<file path="config.mk">
export PLATFORM = sky130hd
export DESIGN_NAME = spi_slave_regbank
export DESIGN_NICKNAME = d
export VERILOG_FILES = /design/src/rtl/spi_slave_regbank.sv
export SDC_FILE = /design/constraint.sdc
export NUM_CORES = 1
export LEC_CHECK = 0
export CAP_MARGIN = 10
export CORE_ASPECT_RATIO = 1.1
export CORE_MARGIN = 2
export CORE_UTILIZATION = 54
export DETAILED_ROUTE_END_ITERATION = 8
export GPL_ROUTABILITY_DRIVEN = 0
export HOLD_SLACK_MARGIN = 0.03
export PLACE_DENSITY = 0.75
export SYNTH_ARGS = -nofsm -noshare
export SYNTH_HDL_FRONTEND = slang
export SYNTH_SLANG_ARGS = --single-unit
export TNS_END_PERCENT = 10
</file>
<file path="constraint.sdc">
create_clock -name clk -period 2.2 [get_ports clk]
set_input_delay 0.55 -clock clk [delete_from_list [all_inputs] [get_ports clk]]
set_output_delay 0.55 -clock clk [all_outputs]
set_load 0.05 [all_outputs]
</file>
<file path="src/rtl/spi_slave_regbank.sv">
// spi_slave_regbank: SPI mode-0 responder with a local register bank.
// sclk/cs/mosi are oversampled in the clk domain through synchronizers.
// Write frames commit into the bank. A read command is followed by a separate
// cs-low window during which the addressed register is shifted out on miso.
// Optional feature: define SPI_SLV_RD_TIMEOUT_EN to drop a pending read that
// waits longer than RD_TIMEOUT clk cycles for its data window.
module spi_slave_regbank #(
    parameter int ADDR_WIDTH  = 3,
    parameter int DATA_WIDTH  = 8,
    parameter int SYNC_STAGES = 2,
    parameter int RD_TIMEOUT  = 255
) (
    input  logic                  clk,
    input  logic                  rst,
    input  logic                  sclk,
    input  logic                  cs,
    input  logic                  mosi,
    output logic                  miso,
    output logic                  miso_oe,
    output logic                  wr_vld,
    output logic [ADDR_WIDTH-1:0] wr_addr,
    output logic [DATA_WIDTH-1:0] wr_data,
    output logic                  rd_vld,
    output logic                  frame_err,
    input  logic                  host_we,
    input  logic [ADDR_WIDTH-1:0] host_addr,
    input  logic [DATA_WIDTH-1:0] host_wdata
);

    localparam int FRAME_LEN = 1 + ADDR_WIDTH + DATA_WIDTH;
    localparam int CMD_LEN   = 1 + ADDR_WIDTH;
    localparam int DEPTH     = 1 << ADDR_WIDTH;
    localparam int CNT_W     = $clog2(FRAME_LEN + 1);

    typedef enum logic [2:0] {
        S_IDLE, S_CMD, S_WR_DONE, S_RD_CMD, S_RD_WAIT, S_RD_SHIFT, S_RD_END
    } state_e;

    logic [SYNC_STAGES-1:0] sclk_sync_q, sclk_sync_d;
    logic [SYNC_STAGES-1:0] cs_sync_q, cs_sync_d;
    logic [SYNC_STAGES-1:0] mosi_sync_q, mosi_sync_d;
    logic sclk_prev_q, sclk_prev_d, cs_prev_q, cs_prev_d;
    logic mosi_smp_q, mosi_smp_d;
    logic sclk_rise_q, sclk_rise_d, sclk_fall_q, sclk_fall_d;
    logic cs_rise_q, cs_rise_d, cs_fall_q, cs_fall_d;

    state_e                 state_q, state_d;
    logic [CNT_W-1:0]       cnt_q, cnt_d, cnt_inc;
    logic [FRAME_LEN-1:0]   shreg_q, shreg_d, shin;
    logic [ADDR_WIDTH-1:0]  rd_addr_q, rd_addr_d;
    logic [DATA_WIDTH-1:0]  rd_sh_q, rd_sh_d;
    logic [DATA_WIDTH-1:0]  bank_q [DEPTH];
    logic [DATA_WIDTH-1:0]  bank_d [DEPTH];
    logic                   wr_vld_q, wr_vld_d, rd_vld_q, rd_vld_d;
    logic                   frame_err_q, frame_err_d;
    logic [ADDR_WIDTH-1:0]  wr_addr_q, wr_addr_d;
    logic [DATA_WIDTH-1:0]  wr_data_q, wr_data_d;
    logic                   spi_we;
`ifdef SPI_SLV_RD_TIMEOUT_EN
    localparam int TO_W = $clog2(RD_TIMEOUT + 1);
    logic [TO_W-1:0]        to_cnt_q, to_cnt_d;
`endif

    // Synchronizers plus registered edge strobes; mosi is delayed to align with them
    always_comb begin
        sclk_sync_d = {sclk_sync_q[SYNC_STAGES-2:0], sclk};
        cs_sync_d   = {cs_sync_q[SYNC_STAGES-2:0], cs};
        mosi_sync_d = {mosi_sync_q[SYNC_STAGES-2:0], mosi};
        sclk_prev_d = sclk_sync_q[SYNC_STAGES-1];
        cs_prev_d   = cs_sync_q[SYNC_STAGES-1];
        mosi_smp_d  = mosi_sync_q[SYNC_STAGES-1];
        sclk_rise_d = sclk_sync_q[SYNC_STAGES-1] & ~sclk_prev_q;
        sclk_fall_d = ~sclk_sync_q[SYNC_STAGES-1] & sclk_prev_q;
        cs_rise_d   = cs_sync_q[SYNC_STAGES-1] & ~cs_prev_q;
        cs_fall_d   = ~cs_sync_q[SYNC_STAGES-1] & cs_prev_q;
    end

    // Frame FSM, shift registers and bank update; cs events outrank sclk events
    always_comb begin
        state_d     = state_q;
        cnt_d       = cnt_q;
        shreg_d     = shreg_q;
        rd_addr_d   = rd_addr_q;
        rd_sh_d     = rd_sh_q;
        bank_d      = bank_q;
        wr_vld_d    = 1'b0;
        rd_vld_d    = 1'b0;
        frame_err_d = 1'b0;
        wr_addr_d   = wr_addr_q;
        wr_data_d   = wr_data_q;
        spi_we      = 1'b0;
        cnt_inc     = cnt_q + CNT_W'(1);
        shin        = {shreg_q[FRAME_LEN-2:0], mosi_smp_q};
`ifdef SPI_SLV_RD_TIMEOUT_EN
        to_cnt_d    = to_cnt_q;
`endif
        case (state_q)
            S_IDLE: begin
                if (cs_fall_q) begin
                    state_d = S_CMD;
                    cnt_d   = '0;
                    shreg_d = '0;
                end
            end
            S_CMD: begin
                if (cs_rise_q) begin
                    frame_err_d = 1'b1;
                    state_d     = S_IDLE;
                end else if (sclk_rise_q) begin
                    shreg_d = shin;
                    cnt_d   = cnt_inc;
                    if (cnt_inc == CNT_W'(CMD_LEN) && !shin[ADDR_WIDTH]) begin
                        rd_addr_d = shin[ADDR_WIDTH-1:0];
                        state_d   = S_RD_CMD;
                    end else if (cnt_inc == CNT_W'(FRAME_LEN)) begin
                        spi_we    = 1'b1;
                        wr_vld_d  = 1'b1;
                        wr_addr_d = shin[FRAME_LEN-2:DATA_WIDTH];
                        wr_data_d = shin[DATA_WIDTH-1:0];
                        state_d   = S_WR_DONE;
                    end
                end
            end
            S_WR_DONE: begin
                if (cs_rise_q) state_d = S_IDLE;
            end
            S_RD_CMD: begin
                if (cs_rise_q) begin
                    state_d = S_RD_WAIT;
`ifdef SPI_SLV_RD_TIMEOUT_EN
                    to_cnt_d = '0;
`endif
                end else if (sclk_rise_q) begin
                    frame_err_d = 1'b1;
                    state_d     = S_IDLE;
                end
            end
            S_RD_WAIT: begin
                if (cs_fall_q) begin
                    rd_sh_d = bank_q[rd_addr_q];
                    cnt_d   = '0;
                    state_d = S_RD_SHIFT;
                end
`ifdef SPI_SLV_RD_TIMEOUT_EN
                else if (to_cnt_q == TO_W'(RD_TIMEOUT - 1)) begin
                    frame_err_d = 1'b1;
                    state_d     = S_IDLE;
                end else begin
                    to_cnt_d = to_cnt_q + TO_W'(1);
                end
`endif
            end
            S_RD_SHIFT: begin
                if (cs_rise_q) begin
                    frame_err_d = 1'b1;
                    state_d     = S_IDLE;
                end else if (sclk_rise_q) begin
                    cnt_d = cnt_inc;
                    if (cnt_inc == CNT_W'(DATA_WIDTH)) begin
                        rd_vld_d = 1'b1;
                        state_d  = S_RD_END;
                    end
                end else if (sclk_fall_q) begin
                    rd_sh_d = {rd_sh_q[DATA_WIDTH-2:0], 1'b0};
                end
            end
            S_RD_END: begin
                if (cs_rise_q) state_d = S_IDLE;
            end
            default: state_d = S_IDLE;
        endcase
        // SPI commit wins over a same-cycle host write
        if (spi_we) begin
            bank_d[wr_addr_d] = wr_data_d;
        end else if (host_we) begin
            bank_d[host_addr] = host_wdata;
        end
    end

    // State register; synchronous reset clears everything including the bank
    always_ff @(posedge clk) begin
        if (rst) begin
            sclk_sync_q <= '0;
            cs_sync_q   <= '1;
            mosi_sync_q <= '0;
            sclk_prev_q <= 1'b0;
            cs_prev_q   <= 1'b1;
            mosi_smp_q  <= 1'b0;
            sclk_rise_q <= 1'b0;
            sclk_fall_q <= 1'b0;
            cs_rise_q   <= 1'b0;
            cs_fall_q   <= 1'b0;
            state_q     <= S_IDLE;
            cnt_q       <= '0;
            shreg_q     <= '0;
            rd_addr_q   <= '0;
            rd_sh_q     <= '0;
            bank_q      <= '{default: '0};
            wr_vld_q    <= 1'b0;
            rd_vld_q    <= 1'b0;
            frame_err_q <= 1'b0;
            wr_addr_q   <= '0;
            wr_data_q   <= '0;
`ifdef SPI_SLV_RD_TIMEOUT_EN
            to_cnt_q    <= '0;
`endif
        end else begin
            sclk_sync_q <= sclk_sync_d;
            cs_sync_q   <= cs_sync_d;
            mosi_sync_q <= mosi_sync_d;
            sclk_prev_q <= sclk_prev_d;
            cs_prev_q   <= cs_prev_d;
            mosi_smp_q  <= mosi_smp_d;
            sclk_rise_q <= sclk_rise_d;
            sclk_fall_q <= sclk_fall_d;
            cs_rise_q   <= cs_rise_d;
            cs_fall_q   <= cs_fall_d;
            state_q     <= state_d;
            cnt_q       <= cnt_d;
            shreg_q     <= shreg_d;
            rd_addr_q   <= rd_addr_d;
            rd_sh_q     <= rd_sh_d;
            bank_q      <= bank_d;
            wr_vld_q    <= wr_vld_d;
            rd_vld_q    <= rd_vld_d;
            frame_err_q <= frame_err_d;
            wr_addr_q   <= wr_addr_d;
            wr_data_q   <= wr_data_d;
`ifdef SPI_SLV_RD_TIMEOUT_EN
            to_cnt_q    <= to_cnt_d;
`endif
        end
    end

    assign miso_oe   = (state_q == S_RD_SHIFT) || (state_q == S_RD_END);
    assign miso      = miso_oe & rd_sh_q[DATA_WIDTH-1];
    assign wr_vld    = wr_vld_q;
    assign wr_addr   = wr_addr_q;
    assign wr_data   = wr_data_q;
    assign rd_vld    = rd_vld_q;
    assign frame_err = frame_err_q;

endmodule

</file>
==> summary by stage <==
Clock network
The deepest level of the CTS H-tree is 4. The longest clock path from root to sink contains 2 buffers. The worst-skew pair later-pin latency is 430 ps. The count of hold buffers inserted by post-cts repair is 0. The root buffer cell is clkbuf_16. Counting the buffers created by CTS gives 17. TritonCTS built the clock tree.

Clock-pin slew was measured on the worst setup and hold paths at 50 ps. The clock net sink count is 119.

Placed design
The port buffer count is 32. The number of placed instances with taps included is 846. Once detailed placement completed, the half-perimeter wirelength came to 12.8 mm.

Synthesis
The number of nets handed over by synthesis was 666. Each instance of the synthesized netlist takes up on average 9.30 µm². The number of different library cells in the post-synthesis netlist is 61. The number of enable-type register cells in the synthesized netlist is 0. During synthesis, Yosys emitted a total of 0 warnings. The most used flip-flop cell after synthesis is dfxtp_1. After synthesis, the share of flip-flops with an asynchronous set or reset is 0%.

The combined area of all synthesized cells is 6020 µm². After synthesis, flip-flops and latches occupy 39.6% of the total area. After synthesis the netlist holds a flip-flop and latch count of 119. The number of instances in the synthesized netlist is 647.

Worst setup path
The critical-path cell with the highest stage delay is a2111o_1. The worst setup path is captured at a flip-flop. At the worst endpoint, the required time is 2540 ps. Traced cell by cell, the critical path runs through or3b_4 > a2111o_1 > buf_6 > a21oi_4 > buf_12 > a32oi_1 > a221oi_2. The element type at the critical path start is a flip-flop.

Grouping stages by cell kind, the critical path spends the most delay in compound AO/OA/AOI/OAI gates. The number of buffers and inverters on the critical path is 2. The worst setup path is of the flip-flop to flip-flop kind. The data arrival at the endpoint of the critical path is 2540 ps.

On the worst path, the slowest cell contributes a delay of 500 ps. Of all nets on the critical path, the largest fanout is 17.

Timing
Across the routed clock network, the largest skew measured is 10.9 ps. Timing would allow up to 0.454 GHz. The count of endpoints failing hold in the final timing report was 0.

The final-report max-slew violation count is 0. The final critical-path required period is 2200 ps. Headroom to the max-slew limit came out at 56.5%. The setup TNS is -1.58 ps.

The smallest setup slack after layout is -0.982 ps. The count of final setup violators is 2. In the finished design, the share of the clock period the worst path needs comes to 100%. The transition at the pin with the smallest max-transition slack is 651 ps. Setup repair after global routing could not meet its margin everywhere.

Status
The run finished, with violations left. The checks that failed: negative setup slack.

Floorplanning
For this design the top-level I/O count stands at 33. The starting utilization of the core area is 55.1%. The area enclosed by the die boundary is 12000 µm².

The placeable core region is 10900 µm². The number of rows in the core area is 40. The die is 105 µm wide. The die is 115 µm tall.

Global routing
The number of antenna violations at the first check in global routing is 0. The via count of the first global-routing pass is 5480. Summed over all layers, the global routing overflow is 0. Across every metal layer, demand over resource in global routing totals 31.5%. The first-pass GRT wire length is 29.2 mm. The pin count of the biggest net entering global routing is 32.

Route
The count of unresolved DRC violations after routing is 0. The post-detailed-route via-to-cell ratio is 6.69. The iteration count of the initial detailed-routing pass is 6. The routed wire length is 19.3 mm. The detailed-route via count is 5909. The average routed wire per standard cell is 21.9 µm.

The initial detailed-routing violation count is 535. The post-detailed-route count of antenna-violating nets is 0.

Final layout
The number of fillers in the final layout is 790. The count of non-filler cells in the finished layout is 883. The number of diodes is 0. At the end of the flow, the number of nets in the layout was 744. Compared with the post-synthesis result, the final layout area differs by 31.4%.

Of the cells placed in the final design, the portion with a size suffix greater than 1 is 29.6%.

Pwr
The total power divided by cell area is 686 nW/µm². The leakage power summed over all cells is 2.77 nW. IR analysis of the VDD net gives a maximum drop of 620 µV.

Run
The tool flagged a number of max-cap violations equal to 0.

Min path
The min-delay analysis places its worst path in the category flip-flop to flip-flop.
==> final cells by class <==
type / count / area [µm²] / share of cell area, %
Timing Repair Buffer: 114 / 1030 / 13.0
Clock inverter: 8 / 121 / 1.53
Sequential cell: 119 / 2390 / 30.2
Tap cell: 147 / 184 / 2.33
Inverter: 4 / 15.0 / 0.190
Clock buffer: 22 / 484 / 6.12
Multi-Input combinational cell: 469 / 3680 / 46.6
==> report_power, final <==
group / switching, mW / internal [mW]
clock network: 0.978 / 1.88
logic: 0.195 / 0.144
registers: 0.0298 / 2.20
total: 1.20 / 4.22
==> synth_stat cells (2+ instances only) <==
| master | instances | area, µm² |
|---|---|---|
| dfxtp_1 | 119 | 2380 |
| a21oi_1 | 54 | 270 |
| nand2_1 | 35 | 131 |
| and2_1 | 34 | 213 |
| nor2_1 | 34 | 128 |
| clkbuf_1 | 33 | 124 |
| nand3_1 | 27 | 135 |
| a221o_1 | 24 | 240 |
| nor3_1 | 22 | 110 |
| o211ai_1 | 21 | 158 |
| a22oi_1 | 19 | 143 |
| mux4_2 | 16 | 360 |
| nor2b_1 | 16 | 100 |
| o31ai_1 | 16 | 120 |
| o21ai_0 | 15 | 75.1 |
| buf_2 | 12 | 60.1 |
| mux2_2 | 12 | 135 |
| nand4_1 | 12 | 75.1 |
| a221oi_1 | 9 | 78.8 |
| a311oi_1 | 9 | 78.8 |
| mux2i_1 | 9 | 90.1 |
| a22o_1 | 8 | 70.1 |
| a32oi_1 | 8 | 70.1 |
| nand2b_1 | 8 | 50.1 |
| buf_1 | 7 | 26.3 |
| or2_2 | 7 | 43.8 |
| nor4_1 | 6 | 37.5 |
| nor3b_1 | 4 | 30.0 |
| inv_1 | 3 | 11.3 |
| nand3b_1 | 3 | 22.5 |
| nor3_2 | 3 | 30.0 |
| nor4bb_1 | 3 | 30.0 |
| a211oi_1 | 2 | 15.0 |
| a21bo_2 | 2 | 20.0 |
| a21o_1 | 2 | 15.0 |
| a31o_2 | 2 | 17.5 |
| and3_1 | 2 | 12.5 |
| buf_6 | 2 | 22.5 |
| ha_1 | 2 | 25.0 |
| nand4b_1 | 2 | 17.5 |
| nor4b_1 | 2 | 17.5 |
| xor2_1 | 2 | 17.5 |
==> path summary, 6_finish.rpt <==
path | start | end | slack [ps] | cells after the start
hold reg to reg | sclk_prev_q | sclk_rise_q | 400 | 1
setup / recovery | cs_rise_q | bank_q[4] | -1 | 7
setup reg to reg | cs_rise_q | bank_q[4] | -1 | 7
hold / removal | sclk_prev_q | sclk_rise_q | 400 | 1
==> cell usage in the layout, fill, tap and decap left out, types with 4 or more instances in the layout <==
master	instances
dfxtp_1	115
buf_4	71
a21oi_1	50
nand2_1	35
nor2_1	34
clkdlybuf4s50_1	29
and2_1	27
nand3_1	26
a221o_1	24
o211ai_1	21
a22oi_1	19
nor3_1	18
clkbuf_16	17
mux4_2	16
nor2b_1	15
o21ai_0	15
nand4_1	12
mux2_2	12
o31ai_1	10
mux2i_1	9
a22o_1	8
a32oi_1	8
nand2b_1	7
and2_4	7
a311oi_2	7
a221oi_2	7
buf_6	7
o31ai_2	6
buf_12	6
or2_2	5
nor3_2	4
clkbuf_8	4
==> timing repair <==
item                       4_1_cts  5_1_grt
setup endpoints to repair       54       65
pin swaps                        9       18
buffers inserted                 3        4
cloned                           0        1
hold endpoints to repair         0        0
resized for setup               23       49
==> flip-flops by register name, summed over array words and instances, names as in the netlist, 2 cells and up <==
register,cells
bank_q,64
wr_data,8
wr_addr,3
cs_sync_q,2
state_q,3
shreg_q,10
rd_addr_q,3
sclk_sync_q,2
rd_sh_q,8
cnt_q,4
mosi_sync_q,2
==> per-stage QoR <==
stage                     utilization, %  power [mW]  hold slack [ps]  worst slack (ps)  instance area (µm²)
after CTS                           70.1        5.39              408              2.53                 7650
after global placement              63.5        2.56              391              -110                 6920
after floorplan                        -        2.43              383              -135                 6030
after detailed placement            63.5        2.56              398              -159                 6920
final                               72.5        5.42              399            -0.982                 7910
after global routing                72.5        5.52              416             -68.8                 7910
==> kinds of logic after synthesis <==
logic type | share of synthesized area [%]
AO/OA/AOI/OAI | 25.0
XOR/XNOR | 0.437
adder cells (fa/ha/maj) | 0.416
buffers and inverters | 4.24
flip-flops | 39.6
multiplexers | 9.73
AND/OR/NAND/NOR | 20.5
==> layer usage <==
| metal | up-vias | track usage [%] | share of wire (%) |
|---|---|---|---|
| met1 | 2818 | 40.1 | 40 |
| met3 | 86 | 7.51 | 8.9 |
| met4 | 0 | 18.7 | 5.8 |
| li1 | 2645 | - | - |
| met2 | 360 | 49.1 | 46 |
| met5 | - | 0 | 0 |
Note: power is estimated with default switching activity, not from simulation.
==> RTL edit, RTL diff (same flow settings) <==
`DATA_WIDTH`: 8 -> 32.
--- a/src/rtl/spi_slave_regbank.sv
+++ b/src/rtl/spi_slave_regbank.sv
@@ -6,7 +6,7 @@
 // waits longer than RD_TIMEOUT clk cycles for its data window.
 module spi_slave_regbank #(
     parameter int ADDR_WIDTH  = 3,
-    parameter int DATA_WIDTH  = 8,
+    parameter int DATA_WIDTH  = 32,
     parameter int SYNC_STAGES = 2,
     parameter int RD_TIMEOUT  = 255
 ) (
Interface: changed (resized host_wdata and wr_data); port bits go from 33 to 81. No check against the original RTL was run, so the function may have changed too.
==> RTL edit against the unedited design <==
Cell area grew to 3.5 times the old value. Sequential power grew to 3.2 times the old value. First-iteration DRC count grew to 6.2 times the old value. Worst setup slack lost 0.33 ns. Sequential cell count grew 266. Critical path type unchanged. Routed wire length grew to 4.6 times the old value. Die area grew to 3.5 times the old value. Synthesized area grew to 3.6 times the old value. The run still ends with negative setup slack left. Combinational power grew to 5.0 times the old value. Power grew to 3.0 times the old value. Utilization shrank 3.4 points.
==> RTL edit: results (changes against the unedited design) <==
| Metric | Value |
|---|---|
| Setup TNS | `-67.66 ns (-67.66 ns)` |
| Synth cell types | `58 (-4.9%)` |
| Grt met3 use | `12.1% (+4.6 points)` |
| Layout Cells excl Fill | `3080 (+250%)` |
| Syn_nets | `2490 (+270%)` |
| XOR/XNOR Fraction of Synth Area | `0.0400% (-0.40 points)` |
| Comb. pwr | `1.70 mW (+400%)` |
| M2 GR Usage | `59.4% (+10 points)` |
| Num CTS Buffers | `42 (+25)` |
| Setup violators final | `292 (+290)` |
| Mux cell area share after synthesis | `8.46% (-1.3 points)` |
| Peak VDD IR | `0.539 mV (-13%)` |
| Final net count | `2580 (+250%)` |
| Placed Cells | `2994 (+250%)` |
| Place WS | `-0.407 ns (-0.248 ns)` |
| Synth cell count leaders | `dfxtp_1 (385), or3_1 (360), a211oi_1 (247)` |
| Cell internal pwr | `12.1 mW (+190%)` |
| Vias in the first global route | `22846 (+320%)` |
| Vias per cell | `7.60 (+14%)` |
| Port bufs | `80 (+150%)` |
| Min-Delay Path Class | `in2reg` |
| Status | `finished, violations left` |
| Fraction of the mapped netlist area in adder cells | `0.114% (-0.30 points)` |
| Slew @ Worst Pin | `0.785 ns (+0.134 ns)` |
| Synth top area cells | `dfxtp_1 (35%), or3_1 (10%), a211oi_1 (8.5%)` |
| Area Overhead vs Synth | `26.3%` |
| Synth Area in Compound Gates | `27.1% (+2.1 points)` |
| WP data arrival | `2.95 ns (+0.41 ns)` |
| DRT Pass-1 Iters | `8 (+2)` |
| Worst skew pair latency | `0.56 ns (+0.13 ns)` |
| Clock group | `7.30 mW (+160%)` |
| GRT Resource Usage Total | `39.7% (+8.2 points)` |
| Initial antenna violation count | `1 (+1)` |
| Regs by FF count | `bank_q (256), shreg_q (34)` |
| Share of layout cells above drive strength 1 | `28.0% (-1.6 points)` |
| Failing checks | `negative setup slack` |
| Met3 routed WL | `12.7 mm (+640%)` |
| Worst Skew | `0.0234 ns (+0.0124 ns)` |
| Worst setup margin | `-0.329 ns (-0.328 ns)` |
| Syn_area_per_cell | `8.96 µm² (-3.7%)` |
| Filler cells | `2961 (+270%)` |
| Worst Path Max Fanout | `13 (-4)` |
| Sequential share of the synthesized area | `35.2% (-4.4 points)` |
| Worst stage delay on the critical path | `0.50 ns (about the same)` |
| Top Layer Used | `met5` |
| DP HPWL | `56.2 mm (+340%)` |
| CTS Buffer Depth | `3 (+1)` |
| Sequential cell power | `7.24 mW (+220%)` |
| Initial drt markers | `3336 (+520%)` |
| H-tree depth | `2 (-2)` |
| Slowest-stage cell, CP | `or4b_4` |
| Clk slew on worst S/H paths | `0.07 ns (+0.02 ns)` |
| DR WL met2 | `38.0 mm (+330%)` |
| First-pass GRT wire length | `131 mm (+350%)` |
| Met1 usage | `48.5% (+8.4 points)` |
## RTL edit: changes by cell type after synthesis, sizes merged, moves of 174 or more
cell and change:
nand2 +174, dfxtp +266, clkbuf +209, a211oi +245, a311oi +220, or3 +360
## RTL edit: path summary, 6_finish.rpt
kind                                from                       end  slack [ns]  cells after the start
setup / recovery   cnt_q[1]$_SDFFE_PP0P_  bank_q[108]$_SDFFE_PP0P_       -0.33                      8
hold / removal                       rst     cnt_q[1]$_SDFFE_PP0P_        0.40                      2
setup reg to reg   cnt_q[1]$_SDFFE_PP0P_  bank_q[108]$_SDFFE_PP0P_       -0.33                      8
hold reg to reg   sclk_prev_q$_SDFF_PP0_    sclk_rise_q$_SDFF_PP0_        0.41                      1
## RTL edit: worst max-delay path: cells and delay by family (launching register included)
kind / cells / cell delay, ns
fa+ha+maj: 1 / 0.14
flops: 1 / 0.37
simple gates: 2 / 0.80
buf+inv: 2 / 0.39
compound gates: 3 / 0.70
## RTL edit: cells by family (layout without fill, tap and decap cells)
logic type	after synthesis	in the layout
adder cells (fa/ha/maj)	2	2
AND/OR/NAND/NOR	885	885
AO/OA/AOI/OAI	712	712
flip-flops	385	385
buffers and inverters	359	479
multiplexers	103	103
XOR/XNOR	1	1
## RTL edit: repair_timing
item / 4_1_cts / 5_1_grt
pin swaps: 121 / 106
gates cloned: 1 / 6
endpoints found under the setup margin: 332 / 347
hold buffers: 0 / 0
buffers inserted: 2 / 3
resized for setup: 53 / 178
## RTL edit: cell type report
class	count	area share [%]
Multi-Input combinational cell	1703	49.0
Sequential cell	385	27.9
Timing Repair Buffer	371	15.3
Clock buffer	60	4.48
Tap cell	513	2.32
Clock inverter	14	0.538
Inverter	34	0.461
